File: src/rtl/i2s_encoder.sv
// i2s_encoder: 16-bit stereo I2S transmitter with a one-pair holding register.
// Build option: define I2S_UNDERRUN_MUTE_EN to send a silent frame on underrun
// instead of repeating the last pair.
module i2s_encoder #(
    parameter int DIV = 4
) (
    input  logic        clock,
    input  logic        reset,
    input  logic [15:0] left,
    input  logic [15:0] right,
    input  logic        valid,
    output logic        ready,
    output logic        underrun,
    output logic [2:0]  i2s
);
    logic [7:0]  cnt;
    logic [5:0]  b, nb;
    logic        sck, ws, sd, tick, fall, fs, full;
    logic [15:0] hold_l, hold_r, act_l, act_r, nl, nr;

    // SCK edge detection, next bit index and the words the next bit is taken from
    always_comb begin
        tick = cnt == 8'(DIV - 1);
        fall = tick && sck;
        fs   = fall && b == 6'd63;
        nb   = b + 6'd1;
`ifdef I2S_UNDERRUN_MUTE_EN
        nl   = fs ? (full ? hold_l : 16'd0) : act_l;
        nr   = fs ? (full ? hold_r : 16'd0) : act_r;
`else
        nl   = (fs && full) ? hold_l : act_l;
        nr   = (fs && full) ? hold_r : act_r;
`endif
    end

    // clock divider producing SCK and the bit index advanced on SCK falling edges
    always_ff @(posedge clock or posedge reset) begin
        if (reset) begin
            cnt <= '0;
            sck <= 1'b0;
            b   <= 6'd63;
        end else begin
            cnt <= tick ? 8'd0 : cnt + 8'd1;
            if (tick)
                sck <= ~sck;
            if (fall)
                b <= nb;
        end
    end

    // WS/SD launched on SCK falling edges; holding register handshake and frame-start swap
    always_ff @(posedge clock or posedge reset) begin
        if (reset) begin
            ws       <= 1'b0;
            sd       <= 1'b0;
            underrun <= 1'b0;
            full     <= 1'b0;
            hold_l   <= '0;
            hold_r   <= '0;
            act_l    <= '0;
            act_r    <= '0;
        end else begin
            underrun <= fs && !full;
            if (fall) begin
                ws    <= nb >= 6'd31 && nb <= 6'd62;
                sd    <= nb[4] ? 1'b0 : (nb[5] ? nr[~nb[3:0]] : nl[~nb[3:0]]);
                act_l <= nl;
                act_r <= nr;
            end
            if (fs && full)
                full <= 1'b0;
            else if (valid && !full) begin
                full   <= 1'b1;
                hold_l <= left;
                hold_r <= right;
            end
        end
    end

    assign ready = ~full;
    assign i2s   = {sd, ws, sck};
endmodule

File: config.mk
export PLATFORM = sky130hd
export DESIGN_NAME = i2s_encoder
export DESIGN_NICKNAME = d
export VERILOG_FILES = /design/src/rtl/i2s_encoder.sv
export SDC_FILE = /design/constraint.sdc
export NUM_CORES = 1
export LEC_CHECK = 0
export BUFFER_PORTS_ARGS = -buffer_cell sky130_fd_sc_hd__buf_2
export CORE_ASPECT_RATIO = 1.4
export CORE_MARGIN = 1.5
export CORE_UTILIZATION = 40
export DETAILED_ROUTE_END_ITERATION = 10
export PLACE_DENSITY = 0.58
export SKIP_LAST_GASP = 1
export SYNTH_ARGS = -nofsm -noshare
export SYNTH_HDL_FRONTEND = slang
export SYNTH_SLANG_ARGS = --single-unit
File: constraint.sdc
create_clock -name clock -period 3.7 [get_ports clock]
set_input_delay 0 -clock clock [delete_from_list [all_inputs] [get_ports clock]]
set_output_delay 0 -clock clock [all_outputs]
set_load 0.01 [all_outputs]
==> results of run 1 <==
state kept, by name, summed over array words and instances, names as in the netlist:
name / flops
full: 1
ws: 1
hold_r: 16
cnt: 8
b: 6
underrun: 1
hold_l: 16
sck: 1
act_r: 16
act_l: 16
sd: 1
stage by stage:
step           power (mW)  std cells  area, um2  hold slack, ps
2_1_floorplan        1.04        287       3780             117
3_3_place_gp         1.08        424       4070             156
3_5_place_dp         1.09        424       4070             167
4_1_cts              2.10        474       4740             353
5_1_grt              2.14        474       4740             413
6_report             2.06        474       4740             321
worst register-to-register path: cells and delay by family, from the launching register on:
kind	cells	cell delay, ps
AND/OR/NAND/NOR	4	1370
flip-flops	1	560
AO/OA/AOI/OAI	2	220
multiplexers	1	390
adder cells (fa/ha/maj)	1	230
synth_stat cells, drive strengths merged, types with 2 or more instances:
cell type,count
inv,5
buf,8
nor3,3
and2,2
nand3,8
and4,2
xnor2,12
dfrtp,77
a21oi,2
a31oi,2
ha,4
nor2,22
o21a,3
xor2,6
mux4,6
o21ai,4
nor2b,2
mux2,62
nand2,17
nor4,3
and3,6
clkbuf,7
dfstp,6
a211oi,4
report_power, final:
group          switching [mW]  internal (mW)  total, mW
clock network           0.343          0.626      0.969
logic                  0.0362         0.0719      0.108
registers              0.0308          0.954      0.985
kinds of logic after synthesis:
kind of cell	count (synthesis)
compound gates	23
flops	83
buf+inv	21
mux	68
simple gates	70
xor+xnor	18
fa+ha+maj	4
final cells by class:
cell class	instances	area, um2
clock inverters	4	72.6
flip-flops and latches	83	2080
multi-input cells	183	1590
clock buffers	12	256
repair buffers	79	581
well taps	107	134
inverters	6	23.8
fillers	789	4340
routing by layer:
layer / GRT usage / vias to the layer above
li1: - / 1159
met1: 0.203 / 1226
met2: 0.269 / 40
met3: 0.0302 / 15
met4: 0.0984 / 0
met5: 0 / -
worst max-delay path by stage:
stage / slack, ps / cells past startpoint / startpoint / to
2_1_floorplan: 940 / 9 / b[0] / sd
3_3_place_gp: 970 / 9 / b[1] / sd
3_5_place_dp: 900 / 9 / b[1] / sd
4_1_cts: 870 / 8 / b[1] / sd
5_1_grt: 690 / 8 / b[1] / sd
6_report: 850 / 8 / b[1] / sd
==> flow_metrics.tcl, run 1 <==
set metrics [dict create \
    root_buffer "clkbuf_16" \
    r2r-end "sd" \
    drive_above_1_share 0.384 \
    synth.top_cell.area_share 0.510 \
    nets 401 \
    cp_max_fo 25 \
    clkLatencyLatePin_ps 340 \
    crit_arrival_ps 3120 \
    utilization 0.522 \
    grt_pass1_vias 2624 \
    ys_ff_latch 83 \
    synth_area_per_cell_um2 13.2 \
    cts_buffers 9 \
    wl_per_cell_um 15.6 \
    highest_layer "met4" \
    power.density_nw_per_um2 435 \
    crit_path_start_kind "flop" \
    cts_buffer_depth 2 \
    syn_inst 287 \
    netlist-cell-type-count 44 \
    final_common_cell "dfrtp_1" \
    setup_viol 0 \
    cp_cell_sequence "ha_1 -> and3_1 -> nand4_4 -> mux2_2 -> a211oi_1 -> nor4_1 -> or3b_1 -> o211ai_2" \
    grt_max_degree 46 \
    htreeDepth 3 \
    cts-resized-gates 0 \
    finalClockSkew_ps 5.45 \
    ant_nets 0 \
    die_w_um 85.2 \
    synth-edff-count 0 \
    cts_sinks 83 \
    fin_crit_ps 2850 \
    start_util 0.416 \
    first_iter_violations 96 \
    synth-main-ff-cell "dfrtp_1" \
    tns_ps 0 \
    rsz0062_at_grt "no" \
    yosysWarnings 0 \
    finalHoldViolCount 0 \
    yosysSeqAreaShare 0.551 \
    layout_setup_ws_ps 848 \
    vias 2440 \
    synthToLayoutAreaGrowth_pct 25.5 \
    synth_top_area_cell "dfrtp_1" \
    cts_hold_buf 34 \
    grt_pass1_wl_um 12800 \
    wl_met2_um 3760 \
    clk_pin_slew_ps 60 \
    rr_startpoint "b[1]" \
    cp_data_required_time_ps 3970 \
    cap_violations 0 \
    async_flop_share 1.00 \
    drc 1 \
    grt_antenna_before_repair 0 \
    r2r_setup_slack_ps 850 \
    synth_compound_area_frac 0.0457 \
    ioPinCount 40 \
    dieArea_um2 10100 \
    slew_headroom 0.413 \
    viasPerCell 5.15 \
    wirelength_um 7380 \
    p_leak_nw 2.23 \
    synthAdderAreaFrac 0.0132 \
    die_y_um 118 \
    drt-met1-wl_um 3160 \
    syn-num-nets 326 \
    critPathBufInv 0 \
    peakVddDrop_mv 0.326 \
    wl_met3_um 218 \
    synth_xor_area_frac 0.0417 \
    synthMuxAreaShare 0.221 \
    critical_path.top_delay_family "simple AND/OR/NAND/NOR gates" \
    io_buffer_count 39 \
    criticalPathCategory "reg -> reg" \
    crit_path_end_kind "flop" \
    synth-simple-area-share 0.0980 \
    status "complete, but fails checks" \
    hp-class "in -> async" \
    place_hpwl_um 5160 \
    ys_top_cells_by_area "dfrtp_1 (51%), mux2_2 (18%), dfstp_2 (4.2%)" \
    grtUsageTotal 0.166 \
    synth.cell_area_um2 3780 \
    layout_common_cells "dfrtp_1 (77), mux2_2 (62), buf_2 (39)" \
    cts_setup_buffers 0 \
    r2r.worst_path.cells 8 \
    rows 41 \
    drt_pass1_iterations 7 \
    pre_cts_ws_ps 899 \
    fp.coreArea_um2 9080 \
    slew_violations 0 \
    cts_tree "yes" \
    synth_top_family_by_area "multiplexers" \
    max_stage_delay_ps 560 \
    fin_crit_sh 0.771 \
    diodes 0 \
    slowest_stage "dfstp_2" \
    globalplace.congestion 0.848 \
    fmax_ghz 0.351 \
    worst_pin_slew_ps 877 \
    overflow 0 \
    violations "design-rule violations" \
]
No activity file was read; power rests on OpenSTA's default activity.
==> run 2, diff against run 1 <==
PLACE_DENSITY = 0.6   (was 0.58)
clock period = 2.3 ns   (was 3.7 ns; I/O delays follow)
==> run 2 against run 1 <==
Net effect: fmax is 24% higher; largest cell class unchanged; largest power group unchanged; count of clock-buffer cells in the layout up 3; via count is 3.0% higher; the flow finishes with violations (negative setup slack); global-route usage barely moved; critical path depth up 1; power increased by 58%; routed wire length rose by 4.1%; sequential power up 61%; clock skew rose by 0.63 ps.
==> flow_metrics.tcl, run 2 (synthesis results as in run 1) <==
set metrics [dict create \
    cts_buffers 9 \
    grtUsageTotal 0.166 \
    critPathBufInv 1 \
    vias 2513 \
    fmax_ghz 0.433 \
    r2r-end "sd" \
    htreeDepth 3 \
    nets 425 \
    crit_path_start_kind "flop" \
    cp_data_required_time_ps 2560 \
    critical_path.top_delay_family "simple AND/OR/NAND/NOR gates" \
    wirelength_um 7680 \
    viasPerCell 5.05 \
    criticalPathCategory "reg -> reg" \
    fp.coreArea_um2 9080 \
    drt_pass1_iterations 4 \
    status "complete, but fails checks" \
    rsz0062_at_grt "yes" \
    slew_violations 0 \
    rows 41 \
    root_buffer "clkbuf_16" \
    die_w_um 85.2 \
    synthToLayoutAreaGrowth_pct 31.4 \
    worst_pin_slew_ps 631 \
    drive_above_1_share 0.432 \
    layout.cells.non_filler 498 \
    dpl.cell_count 448 \
    crit_cells 9 \
    ioPinCount 40 \
    multi_input_area_um2 1620 \
    layout_setup_ws_ps -7.29 \
    place_hpwl_um 5410 \
    power.density_nw_per_um2 655 \
    cp_max_fo 20 \
    ant_nets 0 \
    cts_buffer_depth 2 \
    drc 0 \
    layout_common_cells "dfrtp_1 (77), mux2_2 (62), buf_2 (39)" \
    cts-resized-gates 0 \
    crit_start "b[0]" \
    r2r_setup_slack_ps -7 \
    utilization 0.547 \
    fin_crit_sh 1.00 \
    max_stage_delay_ps 560 \
    dieArea_um2 10100 \
    cp_cell_sequence "ha_4 -> and3_4 -> nand4_4 -> buf_12 -> mux2_2 -> a211oi_1 -> nor4_1 -> or3b_1 -> o211ai_2" \
    setup_viol 1 \
    tns_ps -7.29 \
    endpoint "sd" \
    cap_violations 0 \
    crit_path_end_kind "flop" \
    start_util 0.416 \
    p_leak_nw 2.36 \
    grt_antenna_before_repair 0 \
    cts_setup_buffers 0 \
    first_iter_violations 112 \
    cts_sinks 83 \
    slew_headroom 0.576 \
    hp-class "in -> async" \
    io_buffer_count 39 \
    cts_tree "yes" \
    r2r.worst_path.cells 9 \
    globalplace.congestion 0.853 \
    die_y_um 118 \
    fin_crit_ps 2310 \
    clk_pin_slew_ps 60 \
    regArea_um2 2080 \
    slowest_stage "dfstp_2" \
    overflow 0 \
    wl_per_cell_um 15.4 \
    whs_ps 126 \
    fillCellCount 764 \
    violations "negative setup slack" \
    rr_startpoint "b[0]" \
    grt_pass1_wl_um 12800 \
    diodes 0 \
    clkLatencyLatePin_ps 330 \
    crit_arrival_ps 2570 \
    grt_max_degree 73 \
    finalHoldViolCount 0 \
    finalClockSkew_ps 6.07 \
    grt_pass1_vias 2674 \
    final_common_cell "dfrtp_1" \
    peakVddDrop_mv 0.610 \
]
==> run 2: changes by cell type in the layout (fill, tap and decap cells not counted), moves of 2 or more <==
cell	before	now
clkbuf_8	2	4
buf_12	0	2
ha_4	0	2
buf_4	6	28
ha_1	4	2
==> run 2: final cells by class <==
class	instances	area share
Tap cell	107	0.0270
Inverter	6	0.00504
Timing Repair Buffer	103	0.158
Sequential cell	83	0.420
Clock buffer	15	0.0579
Multi-Input combinational cell	183	0.326
Clock inverter	1	0.00605
==> run 2: worst register-to-register path: stages (launching register included) <==
cell and delay (ps):
dfstp_2 560, ha_4 130, and3_4 210, nand4_4 110, buf_12 190, mux2_2 250, a211oi_1 70, nor4_1 200
or3b_1 380, o211ai_2 140
==> run 2: worst min-delay path by stage <==
stage,to,from,slack (ps),cells past startpoint
floorplan,hold_l[2],left[2],120,2
CTS,hold_r[12],reset,130,3
finish,hold_r[13],reset,130,3
global route,hold_r[13],reset,160,3
global placement,hold_r[13],reset,-80,2
detailed placement,hold_r[13],reset,-70,2
==> run 2: timing repair <==
| item | CTS | global route |
|---|---|---|
| setup endpoints to repair | 1 | 1 |
| pin swaps | 1 | 0 |
| endpoints found under the hold margin | 110 | 0 |
| hold buffers | 34 | 0 |
==> run 2: power by group <==
part	switching [mW]	leakage [nW]	total, mW	internal (mW)
logic	0.0604	1.14	0.179	0.118
registers	0.0503	1.07	1.59	1.54
clock network	0.531	0.156	1.49	0.960
==> run 2: layer usage <==
metal,GRT usage,wire (um),vias up
li1,-,-,1214
met1,0.195,3240,1238
met2,0.288,4040,45
met3,0.0386,229,16
met4,0.0666,176,0
met5,0,0,-
==> run 2: stage by stage <==
stage	cell area [um2]	total power, mW	worst slack, ps
5_1_grt	4970	3.39	-156
6_report	4970	3.26	-7.29
4_1_cts	4970	3.31	-16.9
3_5_place_dp	4310	1.75	-36.3
2_1_floorplan	3820	1.68	2.28
3_3_place_gp	4310	1.74	-13.8
==> run 3, diff against run 2 <==
CTS_CLUSTER_DIAMETER = 200   (was unset)
SETUP_SLACK_MARGIN = 0.15   (was unset)
==> run 3 against run 2 <==
Net effect: the run ends with design-rule violations, negative setup slack left; critical path depth stayed put; register-to-register slack got worse by 120 ps; fmax decreased by 4.9%; count of clock-buffer cells in the layout is 3 lower; global-route usage is 0.33 points higher; worst hold slack gained 170 ps; die area unchanged; setup slack got worse by 120 ps; routed wire length increased by 2.7%; first-iteration DRC count grew 14%; sequential share of layout area shrank 1.1 points; largest power group unchanged; highest routed layer unchanged.
==> flow_metrics.tcl, run 3 (synthesis results as in run 1) <==
set metrics [dict create \
    status "complete, but fails checks" \
    violations "design-rule violations, negative setup slack" \
    die_y_um 118 \
    rows 41 \
    first_iter_violations 128 \
    r2r.worst_path.cells 9 \
    peakVddDrop_mv 0.442 \
    power_switching_uw 668 \
    vias 2581 \
    worst_pin_slew_ps 684 \
    grt_pass1_vias 2706 \
    drt_pass1_iterations 7 \
    rr_startpoint "b[1]" \
    crit_path_end_kind "flop" \
    fin_crit_ps 2430 \
    pwr-share-seq 0.476 \
    hp-class "in -> async" \
    cts_buffer_depth 2 \
    wl_per_cell_um 15.5 \
    dpl.cell_count 449 \
    fmax_ghz 0.412 \
    slew_headroom 0.544 \
    ant_nets 0 \
    viasPerCell 5.09 \
    combPwrFrac 0.054 \
    clkLatencyLatePin_ps 340 \
    globalplace.congestion 0.821 \
    power.density_nw_per_um2 653 \
    grt_antenna_before_repair 0 \
    fillCellCount 775 \
    crit_arrival_ps 2690 \
    synthToLayoutAreaGrowth_pct 34.9 \
    nets 434 \
    pre_cts_ws_ps -25.4 \
    cts_buffers 9 \
    layout_setup_ws_ps -126 \
    grt_pass1_wl_um 13100 \
    dieArea_um2 10100 \
    layout_common_cells "dfrtp_1 (77), mux2_2 (60), buf_2 (40)" \
    diodes 0 \
    fin_crit_sh 1.05 \
    cp_cell_sequence "ha_4 -> and3_4 -> nand4_4 -> buf_6 -> mux2_4 -> a211oi_2 -> nor4_1 -> or3b_4 -> o211ai_2" \
    slew_violations 0 \
    finalHoldViolCount 0 \
    drive_above_1_share 0.460 \
    wirelength_um 7880 \
    drc 1 \
    cap_violations 0 \
    cp_data_required_time_ps 2570 \
    ioPinCount 40 \
    rsz0062_at_grt "yes" \
    r2r_setup_slack_ps -130 \
    io_buffer_count 39 \
    swShare 0.201 \
    max_stage_delay_ps 560 \
    criticalPathCategory "reg -> reg" \
    slowest_stage "dfstp_2" \
    p_leak_nw 2.42 \
    layout.cells.non_filler 507 \
    root_buffer "clkbuf_16" \
    htreeDepth 3 \
    grt_max_degree 45 \
    cp_max_fo 5 \
    fp.coreArea_um2 9080 \
    clk_pin_slew_ps 60 \
    p_int_mw 2.66 \
    crit_path_start_kind "flop" \
    crit_start "b[1]" \
    clock_power_share 0.470 \
    overflow 0 \
    setup_viol 1 \
    final_common_cell "dfrtp_1" \
    finalPower_mw 3.33 \
    cts_tree "yes" \
    utilization 0.562 \
    grtUsageTotal 0.169 \
    die_w_um 85.2 \
    start_util 0.416 \
    cts_sinks 83 \
    finalClockSkew_ps 5.41 \
    place_hpwl_um 5550 \
]
## run 3: cell types whose count changed in the layout (fill, tap and decap cells not counted), sizes merged
cell      previous run  this run
clkinvlp             0         1
buf                 69        77
clkbuf              15        13
clkinv               2         3
bufinv               1         2
## run 3: cell type report
| cell class | count | area [um2] | area share |
|---|---|---|---|
| sequential | 83 | 2080 | 0.409 |
| multi-input combinational | 183 | 1650 | 0.324 |
| timing repair buffer | 112 | 871 | 0.171 |
| clock buffer | 12 | 256 | 0.0503 |
| tap | 107 | 134 | 0.0263 |
| clock inverter | 4 | 72.6 | 0.0142 |
| inverter | 6 | 28.8 | 0.00564 |
## run 3: path summary, 6_finish.rpt
check | end
worst max-delay path | sd
worst max register to register | sd
max in group asynchronous | b[5]
worst min register to register | ws
min in group clock | hold_l[2]
worst min-delay path | hold_r[13]
## run 3: power groups by stage
stage               clock [mW]  sequential [mW]  combinational [mW]
floorplan                    0             1.59              0.0902
global placement             0             1.61               0.132
detailed placement           0             1.61               0.137
CTS                       1.61             1.59               0.181
global route              1.67             1.59               0.198
finish                    1.57             1.59               0.178
## run 3: what timing repair did
action	4_1_cts	5_1_grt
hold endpoints to repair	72	0
hold buffers	34	0
setup buffers	0	6
gates resized for setup	0	13
endpoints found under the setup margin	1	1
gates cloned	0	2
pin swaps	0	7
## run 3: worst max-delay path, delay by kind of cell, from the launching register on
kind                       cells  cell delay (ps)
adders and majority gates      1              130
and+or+nand+nor                4             1050
DFF                            1              560
buffers and inverters          1              190
muxes                          1              200
AOI/OAI and AO/OA              2              210
## run 3: stage by stage
stage,hold WS [ps],instance area [um2],setup TNS [ps]
5_1_grt,363,5100,-243
3_3_place_gp,119,4310,0
3_5_place_dp,125,4310,-25.4
2_1_floorplan,117,3820,0
6_report,296,5100,-126
4_1_cts,305,4980,-38.6
## run 3: layer usage
layer  vias up  track usage  wire, um
met4         0       0.0850       208
li1       1230            -         -
met1      1285        0.198      3240
met5         -            0         0
met2        49        0.285      4150
met3        17       0.0414       280
